[src/rtl/rv_pkg.sv]
// RV32I encoding constants and the field bundle shared by the encoder and decode.
package rv_pkg;

  localparam int unsigned XLEN      = 32;
  localparam int unsigned OPCODE_W  = 7;
  localparam int unsigned REG_W     = 5;
  localparam int unsigned FUNCT3_W  = 3;
  localparam int unsigned FUNCT7_W  = 7;
  localparam int unsigned FMT_W     = 3;
  localparam int unsigned ERR_CNT_W = 8;

  localparam int unsigned OPCODE_LSB = 0;
  localparam int unsigned RD_LSB     = 7;
  localparam int unsigned FUNCT3_LSB = 12;
  localparam int unsigned RS1_LSB    = 15;
  localparam int unsigned RS2_LSB    = 20;
  localparam int unsigned FUNCT7_LSB = 25;

  localparam logic [OPCODE_W-1:0] OP_REG    = 7'h33;
  localparam logic [OPCODE_W-1:0] OP_IMM    = 7'h13;
  localparam logic [OPCODE_W-1:0] OP_LUI    = 7'h37;
  localparam logic [OPCODE_W-1:0] OP_BRANCH = 7'h63;
  localparam logic [OPCODE_W-1:0] OP_STORE  = 7'h23;
  localparam logic [OPCODE_W-1:0] OP_JAL    = 7'h6F;

  typedef enum logic [FMT_W-1:0] {
    FMT_R = 3'd0,
    FMT_I = 3'd1,
    FMT_S = 3'd2,
    FMT_B = 3'd3,
    FMT_U = 3'd4,
    FMT_J = 3'd5
  } fmt_e;

  // Raw fmt bits, since codes 6 and 7 must reach the legality check.
  typedef struct packed {
    logic [FMT_W-1:0]    fmt;
    logic [OPCODE_W-1:0] opcode;
    logic [REG_W-1:0]    rd;
    logic [REG_W-1:0]    rs1;
    logic [REG_W-1:0]    rs2;
    logic [FUNCT3_W-1:0] funct3;
    logic [FUNCT7_W-1:0] funct7;
    logic [XLEN-1:0]     imm;
  } inst_fields_t;

endpackage

[src/rtl/inst_pack.sv]
// Combinational RV32I field packer: builds the machine word and flags illegal bundles.
module inst_pack
  import rv_pkg::*;
(
  input  inst_fields_t    fields_i,
  output logic [XLEN-1:0] inst_c_o,
  output logic            illegal_c_o
);

  always_comb begin
    inst_c_o    = '0;
    illegal_c_o = 1'b0;
    case (fields_i.fmt)
      FMT_R: inst_c_o = {fields_i.funct7, fields_i.rs2, fields_i.rs1,
                         fields_i.funct3, fields_i.rd, fields_i.opcode};
      FMT_I: inst_c_o = {fields_i.imm[11:0], fields_i.rs1, fields_i.funct3,
                         fields_i.rd, fields_i.opcode};
      FMT_S: inst_c_o = {fields_i.imm[11:5], fields_i.rs2, fields_i.rs1,
                         fields_i.funct3, fields_i.imm[4:0], fields_i.opcode};
      FMT_B: begin
        inst_c_o    = {fields_i.imm[12], fields_i.imm[10:5], fields_i.rs2,
                       fields_i.rs1, fields_i.funct3, fields_i.imm[4:1],
                       fields_i.imm[11], fields_i.opcode};
        illegal_c_o = fields_i.imm[0];
      end
      FMT_U: inst_c_o = {fields_i.imm[31:12], fields_i.rd, fields_i.opcode};
      FMT_J: begin
        inst_c_o    = {fields_i.imm[20], fields_i.imm[10:1], fields_i.imm[11],
                       fields_i.imm[19:12], fields_i.rd, fields_i.opcode};
        illegal_c_o = fields_i.imm[0];
      end
      default: illegal_c_o = 1'b1;
    endcase
  end

endmodule

[src/rtl/inst_encoder.sv]
// Instruction encoder: valid/ready front end around inst_pack, one output register stage,
// instruction-memory address tagging and sticky illegal-input accounting.
module inst_encoder
  import rv_pkg::*;
#(
  parameter int unsigned       ADDR_W    = 12,
  parameter logic [ADDR_W-1:0] BASE_ADDR = '0
) (
  input  logic                 clk,
  input  logic                 rst,
  input  logic                 in_valid,
  output logic                 in_ready,
  input  logic [FMT_W-1:0]     in_fmt,
  input  logic [OPCODE_W-1:0]  in_opcode,
  input  logic [REG_W-1:0]     in_rd,
  input  logic [REG_W-1:0]     in_rs1,
  input  logic [REG_W-1:0]     in_rs2,
  input  logic [FUNCT3_W-1:0]  in_funct3,
  input  logic [FUNCT7_W-1:0]  in_funct7,
  input  logic [XLEN-1:0]      in_imm,
  input  logic                 in_last,
  output logic                 out_valid,
  input  logic                 out_ready,
  output logic [XLEN-1:0]      out_inst,
  output logic [ADDR_W-1:0]    out_addr,
  output logic                 out_last,
  output logic                 err,
  output logic [ERR_CNT_W-1:0] err_cnt
);

  localparam logic [ERR_CNT_W-1:0] ERR_CNT_MAX = '1;

  inst_fields_t          fields;
  logic [XLEN-1:0]       pack_inst;
  logic                  pack_illegal;
  logic                  accept;

  logic                  valid_q, valid_d;
  logic [XLEN-1:0]       inst_q, inst_d;
  logic [ADDR_W-1:0]     addr_q, addr_d;
  logic                  last_q, last_d;
  logic [ADDR_W-1:0]     pc_q, pc_d;
  logic                  err_q, err_d;
  logic [ERR_CNT_W-1:0]  err_cnt_q, err_cnt_d;

  assign fields = '{fmt: in_fmt, opcode: in_opcode, rd: in_rd, rs1: in_rs1,
                    rs2: in_rs2, funct3: in_funct3, funct7: in_funct7, imm: in_imm};

  inst_pack u_pack (
    .fields_i    (fields),
    .inst_c_o    (pack_inst),
    .illegal_c_o (pack_illegal)
  );

  // The output slot is free when empty or when its word leaves this cycle.
  assign in_ready = !valid_q || out_ready;
  assign accept   = in_valid && in_ready;

  always_comb begin
    valid_d   = valid_q;
    inst_d    = inst_q;
    addr_d    = addr_q;
    last_d    = last_q;
    pc_d      = pc_q;
    err_d     = err_q;
    err_cnt_d = err_cnt_q;
    if (valid_q && out_ready) begin
      valid_d = 1'b0;
    end
    if (accept) begin
      if (pack_illegal) begin
        err_d = 1'b1;
        if (err_cnt_q != ERR_CNT_MAX) begin
          err_cnt_d = err_cnt_q + ERR_CNT_W'(1);
        end
      end else begin
        valid_d = 1'b1;
        inst_d  = pack_inst;
        addr_d  = pc_q;
        last_d  = in_last;
        pc_d    = pc_q + ADDR_W'(4);
      end
      // A dropped final bundle still terminates the program.
      if (in_last) begin
        pc_d = BASE_ADDR;
      end
    end
  end

  always_ff @(posedge clk or posedge rst) begin
    if (rst) begin
      valid_q   <= 1'b0;
      inst_q    <= '0;
      addr_q    <= BASE_ADDR;
      last_q    <= 1'b0;
      pc_q      <= BASE_ADDR;
      err_q     <= 1'b0;
      err_cnt_q <= '0;
    end else begin
      valid_q   <= valid_d;
      inst_q    <= inst_d;
      addr_q    <= addr_d;
      last_q    <= last_d;
      pc_q      <= pc_d;
      err_q     <= err_d;
      err_cnt_q <= err_cnt_d;
    end
  end

  assign out_valid = valid_q;
  assign out_inst  = inst_q;
  assign out_addr  = addr_q;
  assign out_last  = last_q;
  assign err       = err_q;
  assign err_cnt   = err_cnt_q;

endmodule

[config.mk]
export PLATFORM = sky130hd
export DESIGN_NAME = inst_encoder
export DESIGN_NICKNAME = d
export VERILOG_FILES = /design/src/rtl/rv_pkg.sv /design/src/rtl/inst_pack.sv /design/src/rtl/inst_encoder.sv
export SDC_FILE = /design/constraint.sdc
export NUM_CORES = 1
export LEC_CHECK = 0
export ABC_CLOCK_PERIOD_IN_PS = 3000
export CAP_MARGIN = 20
export CORE_ASPECT_RATIO = 0.6
export CORE_MARGIN = 4
export CORE_UTILIZATION = 46
export DETAILED_ROUTE_END_ITERATION = 12
export PLACE_DENSITY = 0.85
export SLEW_MARGIN = 10
export SYNTH_ARGS = -nofsm -noshare
export SYNTH_HDL_FRONTEND = slang
export SYNTH_SLANG_ARGS = --single-unit
export TNS_END_PERCENT = 50
[constraint.sdc]
create_clock -name clk -period 3 [get_ports clk]
set_input_delay 0.6 -clock clk [delete_from_list [all_inputs] [get_ports clk]]
set_output_delay 0.6 -clock clk [all_outputs]
set_load 0.1 [all_outputs]
==> flow_metrics.py <==
metrics = {
    "worst_setup_path": {
        "path_class": "input pin to flip-flop",
        "worstPathRequired_ps": 3210,
        "crit_slowest_cell": "or4b_1",
        "cp_data_arrival_time_ps": 2560,
        "crit_chain": "clkdlybuf4s50_1, a31oi_1, or4b_1, nor2_1, mux2_1",
        "cp-end-kind": "flip-flop",
        "cp_max_fo": 8,
        "crit_path_max_incr_delay_ps": 650,
        "cp-start-kind": "input pin",
    },
    "timing": {
        "hold_violations": 0,
        "tightest_slew_ps": 852,
        "drv_slew": 0,
        "setup_viol": 0,
        "fmax_mhz": 427,
        "rsz0062_at_grt": "false",
        "fin_skew_ps": 9.02,
        "finalCritPeriodShare": 0.780,
        "max_slew_margin": 0.431,
        "fin_tns_setup_ps": 0,
        "fin_crit_ps": 2340,
    },
    "grt": {
        "grt_max_degree": 45,
        "antenna_found_initial": 0,
        "gr-total-overflow": 0,
        "grt_usage": 0.200,
        "first_global_vias": 2730,
        "grt_pass1_wl_um": 12800,
    },
    "clocking": {
        "clock-sinks": 63,
        "cts-buffers-inserted": 9,
        "cts_max_level": 3,
        "clk_latency_ps": 330,
        "cts_setup_buffers": 0,
        "cts-root-buf": "clkbuf_8",
        "clkTransAtPathRegs_ps": 70,
        "cts_hold_buf": 0,
        "cts_buffer_depth": 2,
        "cts_tree": "yes",
        "postCtsResizedCells": 0,
    },
    "power": {
        "fin_total_pwr_mw": 3.48,
        "p_leak_nw": 2.06,
        "p_per_area_mw_per_mm2": 774,
        "irDropWorstVdd_mv": 0.560,
    },
    "synth": {
        "async_flop_share": 1.00,
        "syn_inst": 300,
        "ys_seq_area_frac": 0.516,
        "synth_warnings": 0,
        "synthDistinctLibCells": 42,
        "ys_ff_latch": 63,
        "synth_edf_count": 0,
        "synthesis.area_mm2": 0.00305,
        "avgSynthCellArea_um2": 10.2,
        "synth_ff_type": "dfrtp_1",
    },
    "cells_and_area": {
        "diodes": 0,
        "syn_to_final_growth_pct": 47.4,
        "drive_gt1_frac": 0.228,
        "final_cell_mix": "clkdlybuf4s50_1, dfrtp_1, buf_4",
        "final_common_cell": "clkdlybuf4s50_1",
        "fin_nets": 503,
    },
    "detailed_routing": {
        "routed_wl_um": 7960,
        "wl_per_cell_um": 15.4,
        "avgViaCountPerCell": 5.29,
        "drtIter0Drc": 111,
        "ant_nets": 0,
        "drt_pass1_iterations": 4,
        "drc_errors": 0,
        "dr_total_vias": 2740,
    },
    "floorplan": {
        "initial_core_util": 0.487,
        "io_pins": 128,
        "dieArea_mm2": 0.00805,
        "die-height_um": 71.1,
        "rows": 22,
        "die_w_um": 113,
        "core_area_mm2": 0.00628,
    },
    "placement": {
        "port_buffers": 125,
        "dp_hpwl_um": 6140,
        "gp_congestion": 0.820,
    },
    "status": {
        "outcome": "finished, final reports clean",
    },
    "flow_run": {
        "maxCapViolations": 0,
    },
    "hold_path": {
        "hold_path.class": "flip-flop to flip-flop",
    },
}
critical path: cells and delay by family:
kind	cells	cell delay [ps]
AOI/OAI and AO/OA	1	130
buffers and inverters	1	530
muxes	1	360
and+or+nand+nor	2	930
layout make-up:
type                    instances  area [um2]
clock inverters                 3        17.5
flip-flops and latches         63        1580
repair buffers                136        1250
well taps                      84         105
fillers                       468        1770
multi-input cells             206        1350
inverters                      13        48.8
clock buffers                  13         159
state kept, by name, summed over array words and instances (netlist names):
signal     flops
out_last       1
err_cnt        8
out_addr      10
err            1
pc_q          10
out_valid      1
out_inst      32
Yosys cell counts, types with 5 or more instances:
cell / number / area [um2]
mux2_2: 18 / 203
xor2_1: 5 / 43.8
nor2b_1: 12 / 75.1
a22oi_1: 10 / 75.1
nand3_1: 10 / 50.1
inv_1: 12 / 45.0
nand2_1: 38 / 143
a21oi_1: 17 / 85.1
o21ai_0: 29 / 145
a221oi_1: 6 / 52.6
mux2i_1: 9 / 90.1
clkbuf_1: 11 / 41.3
dfrtp_1: 63 / 1580
o211ai_1: 6 / 45.0
metal layers:
metal / vias up / wire (um) / track usage
met1: 1284 / 3630 / 0.261
met4: 0 / 106 / 0.0653
met3: 11 / 742 / 0.0761
li1: 1339 / - / -
met2: 106 / 3480 / 0.308
met5: - / 0 / 0
metrics by stage:
step | util | area (um2) | std cells | hold slack [ps] | worst slack (ps)
floorplan | - | 3060 | 301 | 462 | 297
global placement | 0.689 | 4330 | 502 | 467 | 347
detailed placement | 0.689 | 4330 | 502 | 472 | 284
CTS | 0.717 | 4500 | 518 | 488 | 650
global route | 0.717 | 4500 | 518 | 504 | 556
finish | 0.717 | 4500 | 518 | 482 | 659
power breakdown:
part	leakage [nW]	internal, mW	switching, mW
registers	0.803	0.997	0.122
clock network	0.0894	0.343	0.315
logic	1.17	0.402	1.30
total	2.06	1.74	1.74
final timing paths:
kind                                          startpoint                        to  slack, ps  cells past startpoint
worst max-delay path                           in_fmt[2]    err_cnt[1]$_DFFE_PP0P_        660                      5
worst min-delay path            out_inst[17]$_DFFE_PP0P_  out_inst[17]$_DFFE_PP0P_        480                      2
worst max register to register       out_valid$_DFF_PP0_    err_cnt[1]$_DFFE_PP0P_       1020                      4
worst min register to register  out_inst[17]$_DFFE_PP0P_  out_inst[17]$_DFFE_PP0P_        480                      2
max in group asynchronous                            rst   out_inst[7]$_DFFE_PP0P_       1720                      3
min in group asynchronous                            rst   out_inst[2]$_DFFE_PP0P_        670                      2
logic make-up after synthesis:
family | Yosys count | share of synthesized area
adders and majority gates | 2 | 0.00819
buffers and inverters | 32 | 0.0442
and+or+nand+nor | 81 | 0.129
xor gates and xnor gates | 5 | 0.0143
DFF | 63 | 0.516
other | 1 | 0.00123
AOI/OAI and AO/OA | 88 | 0.187
muxes | 28 | 0.0995
No activity file was read; power rests on OpenSTA's default activity.
==> patch (same settings) <==
Reset style: synchronous (`rst`), changed in one clocked block.
--- a/src/rtl/inst_encoder.sv
+++ b/src/rtl/inst_encoder.sv
@@ -87,7 +87,7 @@
     end
   end
 
-  always_ff @(posedge clk or posedge rst) begin
+  always_ff @(posedge clk) begin
     if (rst) begin
       valid_q   <= 1'b0;
       inst_q    <= '0;
Function: differs if rst is asserted again (counterexample within 4 cycles, from zero or initial values and one cycle with rst high); with rst held inactive, the same outputs for 4 cycles.
==> patch against the unedited design <==
- wire length up 8.2%
- register-to-register slack about the same
- critical path depth grew 1
- count of clock-buffer cells in the layout is 2 lower
- worst setup slack improved by 0.079 ns
- area after synthesis down 5.9%
- worst hold slack worse by 0.027 ns
- final cell count up 8.9%
- maximum frequency up 3.5%
- design area down 5.9%
- sequential cell count unchanged
Power is not compared: it rests on default switching activity, and its combinational part moved more than twofold at a synthesized area within 25%.
==> patch: results (changes against the unedited design) <==
- Least-Margin Pin Slew: 0.779 ns (-0.0734 ns)
- RePlAce Congestion: 0.854 (+4.1%)
- Overall global routing resource usage: 0.230 (+0.0299)
- CTS max path bufs: 2 (unchanged)
- Root Driver: clkbuf_8
- Hold Path Stages: 2 (unchanged)
- Max FFs per register: 32 (unchanged)
- Sequential area share after synthesis: 0.439 (-0.0775)
- Placed Area: 0.00407 mm^2 (-5.9%)
- R2r endpoint: err_cnt[4]
- HP Start: out_addr[9]
- HP Class: flop to flop
- First-pass GRT wire length: 14000 um (+9.5%)
- Largest net degree at the start of global routing: 44 (-2.2%)
- R2R Path Start: err_cnt[0]
- Initial antenna violation count: 0 (unchanged)
- Ant diodes: 0 (unchanged)
- Synth warnings: 0 (unchanged)
- Port Buffers: 125 (unchanged)
- CTS Buf Count: 9 (unchanged)
- Worst-path clk slew: 0.07 ns (about the same)
- Pleak: 1.65 nW
- Final ANT Viol Nets: 0 (unchanged)
- Hpwl dp: 6380 um (+3.9%)
- Top post-synthesis cells by count: 63 x dfxtp_1, 60 x nand2_1, 43 x nor2_1, 36 x a21oi_1, 27 x nor3_1
- Share of cells above drive strength 1: 0.174 (-0.0546)
- FFs w/ async S/R, synth: 0 (-1.00)
- DR vias: 3039 (+11%)
- Top cells by area, synth: dfxtp_1 44%, nand2_1 7.8%, a21oi_1 6.3%, nor2_1 5.6%, a221oi_1 5.2%
- Post-Route Skew: 0.00684 ns (-0.00218 ns)
- Fin nets: 554 (+10%)
- Max VDD drop: 0.286 mV
- Setup slack, reg-to-reg: 1.02 ns (about the same)
- Worst hold endpoint: out_addr[9]
- Pre-antenna DRT Iters: 4 (unchanged)
- Crit Path Max Fanout: 8 (unchanged)
- Starting DRT DRC Count: 228 (+110%)
- Clk_lat worst skew: 0.34 ns
- Post-CTS Resized: 0 (unchanged)
- Count of cell types in the netlist: 36 (-14%)
- Postcts setup bufs: 0 (unchanged)
- Outcome: finished, final reports clean
- Worst R2R Path Depth: 6 (+2)
- Worst Setup End Kind: flop
- Synth Flop Type: dfxtp_1
- Routed len/inst: 15.3 um (-0.61%)
- Worst EP arrival: 2.49 ns (-0.07 ns)
- Htree depth: 3 (unchanged)
==> patch: cell count changes in the layout (fill, tap and decap cells not counted), moves of 16 or more <==
cell,before,now
nand2_1,38,60
dfrtp_1,63,0
mux2_2,18,2
nor3_1,3,27
o21ai_0,29,9
nor2_1,4,42
a21oi_1,17,36
dfxtp_1,0,63
==> patch: critical path: stages <==
cell and delay [ns]:
clkdlybuf4s50_1 0.55, nand2_1 0.18, a221o_1 0.48, nor2_2 0.21
nand4_1 0.14, mux2_1 0.33
==> patch: final cells by class <==
cell class / count / area, um^2
Tap cell: 80 / 100
Inverter: 6 / 22.5
Fill cell: 456 / 1570
Timing Repair Buffer: 133 / 1200
Clock inverter: 4 / 22.5
Clock buffer: 11 / 141
Sequential cell: 63 / 1260
Multi-Input combinational cell: 267 / 1490
==> patch: through the flow <==
stage	setup WS (ns)	utilization	hold slack (ns)	std cells	total power (W)
final	0.738	0.729	0.456	564	0.00219
after detailed placement	0.404	0.701	0.449	549	0.00157
after CTS	0.754	0.729	0.458	564	0.00220
after floorplan	0.336	-	0.454	362	0.00136
after global placement	0.497	0.701	0.442	549	0.00156
after global routing	0.590	0.729	0.481	564	0.00227
==> patch: logic make-up (layout without fill, tap and decap cells) <==
kind of cell    Yosys count  after routing  share of synthesized area
xor+xnor                 10             10                     0.0305
fa+ha+maj                 2              2                    0.00870
mux                      12             12                     0.0431
other cells               1              2                    0.00130
buf+inv                  32            154                     0.0474
flops                    63             63                      0.439
simple gates            157            157                      0.239
compound gates           84             84                      0.191
==> patch: worst max path at each step <==
stage / start / to / slack [ns]
floorplan: out_valid / pc_q[3] / 0.34
global placement: in_fmt[1] / err_cnt[4] / 0.50
detailed placement: in_fmt[2] / out_inst[16] / 0.40
CTS: in_fmt[1] / err_cnt[5] / 0.75
global route: in_fmt[2] / out_inst[16] / 0.59
finish: in_fmt[1] / err_cnt[4] / 0.74
==> patch: per-layer routing <==
layer,vias up,global-route usage,part of all wire
met5,-,0,0
met3,9,0.105,0.11
met1,1396,0.299,0.43
met2,128,0.348,0.45
li1,1506,-,-
met4,0,0.0484,0.0069
==> patch: power by group <==
| group | switching (W) | internal, W | total [W] |
|---|---|---|---|
| clock | 0.000321 | 0.000313 | 0.000634 |
| combinational | 0.000454 | 0.000199 | 0.000653 |
| sequential | 0.0000244 | 0.000876 | 0.000901 |
